$ cat config.mk
export PLATFORM = sky130hd
export DESIGN_NAME = alu_driver
export DESIGN_NICKNAME = d
export VERILOG_FILES = /design/src/rtl/alu_driver.sv
export SDC_FILE = /design/constraint.sdc
export NUM_CORES = 1
export LEC_CHECK = 0
export CAP_MARGIN = 10
export CORE_MARGIN = 2
export CORE_UTILIZATION = 45
export CTS_CLUSTER_SIZE = 16
export DETAILED_ROUTE_END_ITERATION = 10
export PLACE_DENSITY_LB_ADDON = 0.05
export SYNTH_ARGS = -nofsm -noshare
export SYNTH_HDL_FRONTEND = slang
export SYNTH_SLANG_ARGS = --single-unit
$ cat constraint.sdc
create_clock -name clk -period 1.9 [get_ports clk]
set_input_delay 0.285 -clock clk [delete_from_list [all_inputs] [get_ports clk]]
set_output_delay 0.285 -clock clk [all_outputs]
set_load 0.02 [all_outputs]
$ cat src/rtl/alu_driver.sv
// alu_driver: command front-end for a combinational N-bit ALU
// (opcodes 00 add, 01 sub, 10 and, 11 or).
//
// The block accepts a command over cmd_valid/cmd_ready and registers the
// operands and opcode onto the ALU inputs. It waits SETTLE cycles, captures
// alu_out, and then presents the result over rsp_valid/rsp_ready.
//
// Ports:
//   clk, rst                        clock, async active-high reset
//   cmd_valid/cmd_ready             command handshake
//   cmd_opnd1/cmd_opnd2/cmd_op      command payload
//   alu_opnd1/alu_opnd2/alu_operation  registered ALU inputs
//   alu_out                         ALU result
//   rsp_valid/rsp_ready             response handshake
//   rsp_result/rsp_op               captured result and its opcode
//   busy                            high in WAIT or RESP
//   done_count                      completed response handshakes (wraps)
module alu_driver #(
    parameter int N      = 8,
    parameter int SETTLE = 1,
    parameter int CNT_W  = 16
) (
    input  logic             clk,
    input  logic             rst,
    input  logic             cmd_valid,
    output logic             cmd_ready,
    input  logic [N-1:0]     cmd_opnd1,
    input  logic [N-1:0]     cmd_opnd2,
    input  logic [1:0]       cmd_op,
    output logic [N-1:0]     alu_opnd1,
    output logic [N-1:0]     alu_opnd2,
    output logic [1:0]       alu_operation,
    input  logic [N-1:0]     alu_out,
    output logic             rsp_valid,
    input  logic             rsp_ready,
    output logic [N-1:0]     rsp_result,
    output logic [1:0]       rsp_op,
    output logic             busy,
    output logic [CNT_W-1:0] done_count
);

    if (SETTLE < 1 || SETTLE > 15) begin : g_settle_chk
        $error("alu_driver: SETTLE must be in 1..15");
    end

    localparam logic [3:0] SETTLE_M1 = 4'(SETTLE - 1);

    typedef enum logic [1:0] {IDLE, WAIT, RESP} state_t;

    state_t          state, state_nx;
    logic [3:0]      cnt, cnt_nx;
    logic            rdy_q;
    logic [N-1:0]    opnd1_nx, opnd2_nx, res_nx;
    logic [1:0]      op_nx, rop_nx;
    logic [CNT_W-1:0] done_nx;

    // rdy_q holds cmd_ready low during reset and sets on the first edge
    // after release. This keeps cmd_ready a pure register decode with no
    // combinational path from rst.
    assign cmd_ready = (state == IDLE) && rdy_q;
    assign rsp_valid = (state == RESP);
    assign busy      = (state == WAIT) || (state == RESP);

    always_ff @(posedge clk or posedge rst) begin
        if (rst) begin
            state         <= IDLE;
            cnt           <= '0;
            rdy_q         <= 1'b0;
            alu_opnd1     <= '0;
            alu_opnd2     <= '0;
            alu_operation <= '0;
            rsp_result    <= '0;
            rsp_op        <= '0;
            done_count    <= '0;
        end else begin
            state         <= state_nx;
            cnt           <= cnt_nx;
            rdy_q         <= 1'b1;
            alu_opnd1     <= opnd1_nx;
            alu_opnd2     <= opnd2_nx;
            alu_operation <= op_nx;
            rsp_result    <= res_nx;
            rsp_op        <= rop_nx;
            done_count    <= done_nx;
        end
    end

    always_comb begin
        state_nx = state;
        cnt_nx   = cnt;
        opnd1_nx = alu_opnd1;
        opnd2_nx = alu_opnd2;
        op_nx    = alu_operation;
        res_nx   = rsp_result;
        rop_nx   = rsp_op;
        done_nx  = done_count;
        case (state)
            IDLE: begin
                if (cmd_valid && cmd_ready) begin
                    opnd1_nx = cmd_opnd1;
                    opnd2_nx = cmd_opnd2;
                    op_nx    = cmd_op;
                    cnt_nx   = SETTLE_M1;
                    state_nx = WAIT;
                end
            end
            WAIT: begin
                // The count reaches zero SETTLE-1 edges after the accept.
                // Capture therefore lands on edge T+SETTLE.
                if (cnt != 4'd0) begin
                    cnt_nx = cnt - 4'd1;
                end else begin
                    res_nx   = alu_out;
                    rop_nx   = alu_operation;
                    state_nx = RESP;
                end
            end
            RESP: begin
                if (rsp_ready) begin
                    done_nx  = done_count + CNT_W'(1);
                    state_nx = IDLE;
                end
            end
            default: state_nx = IDLE;
        endcase
    end

endmodule

* Yosys cells after proc, flatten, opt, wreduce, memory -nomap -nowiden
Index checks and enable logic that the tools add are counted.
W data, S select, Z words.
** Storage, ports and cells
- Register bits after elaboration :: 51
- Bits in latches :: 0
- RAM bits :: 0
- ROM bits :: 0
- Output and inout bits :: 47
- Logic and storage cells :: 36
- Memories :: 0
** Cells by class
- Add/subtract/negate cells :: 2
- Multiply operators :: 0
- Div/mod/pow operators :: 0
- Magnitude comparators :: 0
- Eq/ne operators :: 6
- Shift-type cells :: 0
- Multiplexer cells :: 7
- Bitwise logic cells :: 1
- Reduce and logical (&&, ||, !) cells :: 11
** Operators with widths (count)
- $add A16 B1 Y16 const B :: 1
- $mux W4 :: 2
- $pmux W4 S2 :: 1
- $mux W2 :: 3
- $ne A2 B1 Y1 const B :: 3
- $pmux W2 S3 :: 1
- $reduce_and A2 Y1 :: 3
- $reduce_and A3 Y1 :: 2
- $reduce_bool A4 Y1 :: 1
- $sub A4 B1 Y4 const B :: 1
- $eq A2 B1 Y1 const B :: 1
- $eq A2 B2 Y1 const B :: 1
- $logic_and A1 B1 Y1 :: 2
- $logic_not A2 Y1 :: 1
- $ne A2 B2 Y1 const B :: 1
- $reduce_bool A2 Y1 :: 1
- $logic_or A1 B1 Y1 :: 1
- $not A1 Y1 :: 1

* Depth between registers and ports, before layout
Gate-level depths: netlist of the first run.
- Word-level depth :: 5
- Depth in mapped cells :: 8
- Mapped depth without buffers :: 6

* Worst setup path before layout of the first run
OpenSTA, ideal clock, no wires.
- Path type :: reg-to-reg
- Start :: register state[0]
- End :: register done_count[12]
- Library setup time :: 0.129 ns
- Arrival time :: 1.569 ns
- Required time :: 1.771 ns
- Setup slack :: 0.201 ns
- Stages on the path, launching flop included :: 7
- Buffers on the path :: 0
- Period minus slack after synthesis :: 1.699 ns
- Cell sequence :: dfrtp_1 inv_1 ha_1 nand3_1 nor3_2 nand4_1 xnor2_1
** On the way
- Longest elaborated chain between the ends :: 2
** Ends and longest elaborated chain
- start: declaration :: RTL line 50 : state_t state, state_nx;
- start signal: assignment :: RTL line 76 : state <= state_nx;
- $eq A2 B2 Y1
- named net rsp_valid :: RTL line 34 : output logic rsp_valid,
- $reduce_and A2 Y1 (no line)
- end signal: assignment :: RTL line 84 : done_count <= done_nx;
- end: declaration :: RTL line 39 : output logic [CNT_W-1:0] done_count
The timed path passes the listed nets, and every way through them passes these cells.
A chain may end at the register's enable or synchronous reset.

* Worst setup path in the final report of the first run
- Start :: register state[0]
- End :: register done_count[9]
** On the way
- Longest elaborated chain between the ends :: 2
** Ends and longest elaborated chain
- $eq A2 B2 Y1 :: RTL line 97 : case (state)
- $reduce_and A2 Y1 (no line)
No other way between the ends.

==> results of run 1 <==
through the flow:
| step | cells | instance area (um2) |
|---|---|---|
| finish | 318 | 3230 |
| global route | 318 | 3230 |
| CTS | 318 | 3230 |
| detailed placement | 312 | 3160 |
| global placement | 312 | 3160 |
| floorplan | 169 | 2280 |
worst max-delay path: cells and delay by family, from the launching register on:
| kind | cells | cell delay, ns |
|---|---|---|
| simple gates | 3 | 0.77 |
| flops | 1 | 0.41 |
| fa+ha+maj | 1 | 0.23 |
| xor+xnor | 1 | 0.16 |
| buf+inv | 1 | 0.12 |
cell type report:
class	instances	area (um2)
clock buffers	6	72.6
well taps	67	83.8
inverters	7	26.3
flip-flops and latches	51	1280
multi-input cells	106	942
fillers	386	1590
repair buffers	81	828
how the worst min path moves through the flow:
| stage | slack, ns | to | cells past startpoint | start |
|---|---|---|---|---|
| after detailed placement | 0.47 | done_count[15] | 1 | done_count[15] |
| after CTS | 0.36 | rsp_result[7] | 2 | rst |
| after global routing | 0.37 | done_count[0] | 2 | rst |
| after global placement | 0.46 | done_count[15] | 1 | done_count[15] |
| final | 0.33 | rsp_result[7] | 2 | rst |
| after floorplan | 0.43 | rsp_result[0] | 1 | alu_out[0] |
state kept, by name (all words and copies together), names as in the netlist:
| register | count |
|---|---|
| alu_operation | 2 |
| alu_opnd1 | 8 |
| state | 2 |
| rsp_op | 2 |
| cnt | 4 |
| alu_opnd2 | 8 |
| done_count | 16 |
| rsp_result | 8 |
| rdy_q | 1 |
metal layers:
metal / global-route usage [%] / routed length (um) / vias to the layer above
li1: - / - / 746
met1: 18.9 / 1770 / 771
met2: 29.9 / 2220 / 60
met3: 5.76 / 326 / 6
met4: 5.85 / 59 / 0
met5: 0 / 0 / -
synth_stat cells (2+ instances only):
cell,count
dfrtp_1,51
mux2_2,20
mux2_4,10
nand2_1,10
xnor2_1,10
ha_1,7
inv_1,7
nand3_1,5
nor2_1,5
xor2_1,5
a21oi_1,3
and4_1,3
buf_2,2
buf_6,2
nand4_1,2
nor3_1,2
nor3_2,2
o21ai_0,2
o21ai_1,2
o31ai_1,2
kinds of logic (layout without fill, tap and decap cells):
| kind of cell | Yosys count | count (layout) | share of synthesized area (%) |
|---|---|---|---|
| DFF | 51 | 51 | 55.9 |
| muxes | 30 | 30 | 16.4 |
| xor gates and xnor gates | 15 | 15 | 5.75 |
| adders and majority gates | 7 | 7 | 3.83 |
| other | 1 | 1 | 0.164 |
| and+or+nand+nor | 37 | 37 | 10.2 |
| AOI/OAI and AO/OA | 16 | 16 | 4.87 |
| buffers and inverters | 12 | 94 | 2.90 |
repair_timing:
item,in CTS,in global routing
pin swaps,0,0
resized for setup,3,3
endpoints found under the setup margin,3,2
where the power goes:
| part | internal (W) | total, W | switching (W) |
|---|---|---|---|
| Combinational | 0.00133 | 0.00247 | 0.00114 |
| Sequential | 0.00148 | 0.00175 | 0.000262 |
| Clock | 0.000246 | 0.000560 | 0.000314 |
==> run metrics, run 1 <==
Slowest-stage cell, CP=dfrtp_1; status=finished, final reports clean; gr usage total=16.8%; Detailed Routing Iterations Pass 1=4; Post-synth EDFFs=0; cell row count=25; global-route wire length before repair=7110 um; TritonCTS buffer count=5; Worst path max stage delay=0.41 ns; Syn Nets=206; final setup margin=0.130 ns; worst slack at placement=0.0941 ns; final worst path period share=93.1%; Via Count=1583; initial antenna violation count=0; clk root buf=clkbuf_8; DIE WIDTH=75.3 um; Synth area leaders=dfrtp_1 56%, mux2_2 9.9%, mux2_4 6.6%; reg-to-reg startpoint=state[0]; Hold Path Class=input pin to asynchronous set/reset pin; hold slack=0.331 ns; most frequent cells in the layout=73 x clkdlybuf4s50_1, 51 x dfrtp_1, 20 x mux2_2; Synth cell types=37; CTS tree=built; Setup crit end=done_count[9]; skew final=0.00820 ns; WL/cell=13.8 um; Seq/Total Area, Yosys=55.9%; grt total ovfl=0; n_diodes=0; critical path peak fanout=5; cell taking the most area after synthesis=dfrtp_1; Starting Density=47.4%; Post-Route WL=4380 um; crit-path cells=inv_1 -> ha_1 -> nand2_1 -> nor3_2 -> and4_1 -> xor2_1; Setup crit start kind=flop; Final Setup Violations=0; post-CTS setup buffers=0; CTS Sinks=51; yosys warns=0; leakage=1.41 nW; post-layout util=67.0%; unrepaired setup endpoints after global routing=false; largest net degree at the start of global routing=30; Vias/cell=4.98; r2r setup slk=0.13 ns; IO Port Bufs=76; H-tree depth=2; cts hold-fix bufs=0; worst r2r path cells=6; Residual DRC=0; crit path kind=flop to flop; arrival time worst endpoint=1.99 ns; worst skew pair latency=0.30 ns; HPWL Detailed=3280 um; R2R Path End=done_count[9]; Final Wtd Congestion=0.691; FF+latch count, synth=51; critical path startpoint=state[0]; ys async rst share=100%; max-slew violation count=0; Final nets=289; Area Overhead vs Synth=41.3%; FMAX=0.565 GHz; vias in the first global route=1569; commonest non-fill, non-tap cell in the layout=clkdlybuf4s50_1; Core Region=0.00482 mm2; Synth top area share=55.9%; DRT iter0 DRCs=59; Final ANT Viol Nets=0; clock buffer depth=2; ys flop type=dfrtp_1; Chip Height=75.3 um; Total Power=0.00477 W; final hold violation count=0; Ports=77; crit path time final=1.77 ns; Die Area=0.00566 mm2; synthesized area=0.00228 mm2; VDD IR max=1000 uV; Cells after Synth=169; max_cap viols=0; Power Density=1480 mW/mm2; CTS clk-pin slew, worst paths=0.08 ns; Crit. End Element=flop; setup TNS=0 ns; CP required=2.12 ns; Avg Cell Area, Syn=13.5 um2; layout cell share with drive strength beyond 1=19.9%
Power figures use the tool's default switching activity.
==> inputs of run 2 (changes only) <==
--- a/config.mk
+++ b/config.mk
@@ -10,6 +10,7 @@
 export CORE_UTILIZATION = 45
 export CTS_CLUSTER_SIZE = 16
 export DETAILED_ROUTE_END_ITERATION = 10
+export GPL_TIMING_DRIVEN = 0
 export PLACE_DENSITY_LB_ADDON = 0.05
 export SYNTH_ARGS = -nofsm -noshare
 export SYNTH_HDL_FRONTEND = slang
==> run metrics, run 2 (synthesized netlist as in run 1, its figures left out) <==
status=finished, final reports clean; gr usage total=16.7% (-0.19 points); worst skew pair latency=0.30 ns (about the same); Detailed Routing Iterations Pass 1=4 (unchanged); crit path time final=1.77 ns (-0.00216 ns); cell row count=25 (unchanged); IO Port Bufs=76 (unchanged); Final Wtd Congestion=0.835 (+21%); arrival time worst endpoint=1.96 ns (-0.03 ns); cts hold-fix bufs=0 (unchanged); largest net degree at the start of global routing=31 (+3.3%); Ports=77 (unchanged); crit path kind=flop to flop; Final ANT Viol Nets=0 (unchanged); initial antenna violation count=0 (unchanged); grt total ovfl=0 (unchanged); cell area after placement=0.00315 mm2 (-0.47%); Final nets=290 (+0.35%); Final Setup Violations=0 (unchanged); final worst path period share=93.0% (-0.11 points); critical path peak fanout=9 (+4); VDD IR max=833 uV (-17%); Via Count=1573 (-0.63%); DIE WIDTH=75.3 um (unchanged); Post-Route WL=4270 um (-2.6%); Residual DRC=0 (unchanged); Die Area=0.00566 mm2 (unchanged); layout cell share with drive strength beyond 1=20.5% (+0.55 points); unrepaired setup endpoints after global routing=false; Core Region=0.00482 mm2 (unchanged); Hold Path Class=input pin to asynchronous set/reset pin; r2r setup slk=0.13 ns (about the same); Power Density=1470 mW/mm2 (-0.53%); largest register by flop count=done_count; max reg flops=16 (unchanged); commonest non-fill, non-tap cell in the layout=clkdlybuf4s50_1; Vias/cell=4.90 (-1.6%); Chip Height=75.3 um (unchanged); CTS clk-pin slew, worst paths=0.09 ns (about the same); Setup crit start kind=flop; CTS Sinks=51 (unchanged); most frequent cells in the layout=73 x clkdlybuf4s50_1, 51 x dfrtp_1, 20 x mux2_2; max-slew violation count=0 (unchanged); HPWL Detailed=3190 um (-2.8%); n_diodes=0 (unchanged); max_cap viols=0 (unchanged); Area Overhead vs Synth=41.2% (about the same); clock buffer depth=2 (unchanged); final hold violation count=0 (unchanged); clk root buf=clkbuf_8; DRT iter0 DRCs=30 (-49%); Total Power=0.00474 W (-0.61%); vias in the first global route=1581 (+0.76%); CP required=2.09 ns (-0.03 ns); WL/cell=13.3 um (-3.5%); CTS tree=built; H-tree depth=2 (unchanged); leakage=1.41 nW (about the same); Crit. End Element=flop; Starting Density=47.4% (unchanged); global-route wire length before repair=7090 um (-0.28%); FMAX=0.566 GHz (+0.12%); TritonCTS buffer count=5 (unchanged); design area=0.00323 mm2 (about the same); skew final=0.0113 ns (+0.00312 ns)
run 2: cell types whose count changed in the layout (fill, tap and decap cells not counted):
cell,change
and4bb_2,-1
clkinvlp_4,+1
buf_4,-1
buf_6,+2
and4bb_1,+1
buf_2,+2
clkinv_2,+1
buf_12,-2
run 2: repair_timing:
action	in CTS	in global routing
endpoints found under the hold margin	0	0
setup buffers	0	0
setup endpoints to repair	3	1
resized for setup	4	1
cloned	0	0
run 2: layout make-up:
class / count / area, um2
Fill cell: 420 / 1590
Sequential cell: 51 / 1280
Multi-Input combinational cell: 106 / 942
Timing Repair Buffer: 77 / 773
Clock inverter: 2 / 12.5
Buffer: 5 / 40.0
Clock buffer: 6 / 72.6
Inverter: 7 / 26.3
Tap cell: 67 / 83.8
run 2: worst paths after layout:
kind | start | endpoint | cells past startpoint
worst max-delay path | state[0] | state[0] | 7
worst min-delay path | rst | alu_operation[1] | 2
worst max register to register | state[0] | state[0] | 7
worst min register to register | done_count[15] | done_count[15] | 1
max in group asynchronous | rst | alu_opnd1[1] | 3
min in group clk | done_count[15] | done_count[15] | 1
run 2: per-stage QoR:
| step | worst slack [ns] | hold slack (ns) | TNS, ns | std cells | utilization, % |
|---|---|---|---|---|---|
| detailed placement | 0.0618 | 0.463 | 0 | 313 | 65.4 |
| finish | 0.132 | 0.312 | 0 | 321 | 67.0 |
| global placement | -0.662 | 0.460 | -33.65 | 312 | 65.0 |
| CTS | 0.00577 | 0.330 | 0 | 321 | 67.1 |
| floorplan | 0.201 | 0.433 | 0 | 169 | - |
| global route | 0.000988 | 0.365 | 0 | 321 | 67.0 |
run 2: worst max-delay path: stages, from the launching register on:
cell	delay, ns
dfrtp_1	0.41
inv_1	0.12
ha_1	0.15
buf_4	0.17
nand3_4	0.13
a22o_1	0.24
nor2_1	0.14
mux2_4	0.31
run 2: metal layers:
layer | track usage (%) | share of wire [%] | vias up
met4 | 5.26 | 0.94 | 0
met3 | 6.69 | 7.2 | 4
met5 | 0 | 0 | -
met1 | 20.0 | 43 | 766
met2 | 27.6 | 49 | 46
li1 | - | - | 757
run 2: power breakdown:
part	switching [W]	internal, W
Sequential	0.000254	0.00148
Combinational	0.00111	0.00130
Clock	0.000343	0.000258
Total	0.00171	0.00304
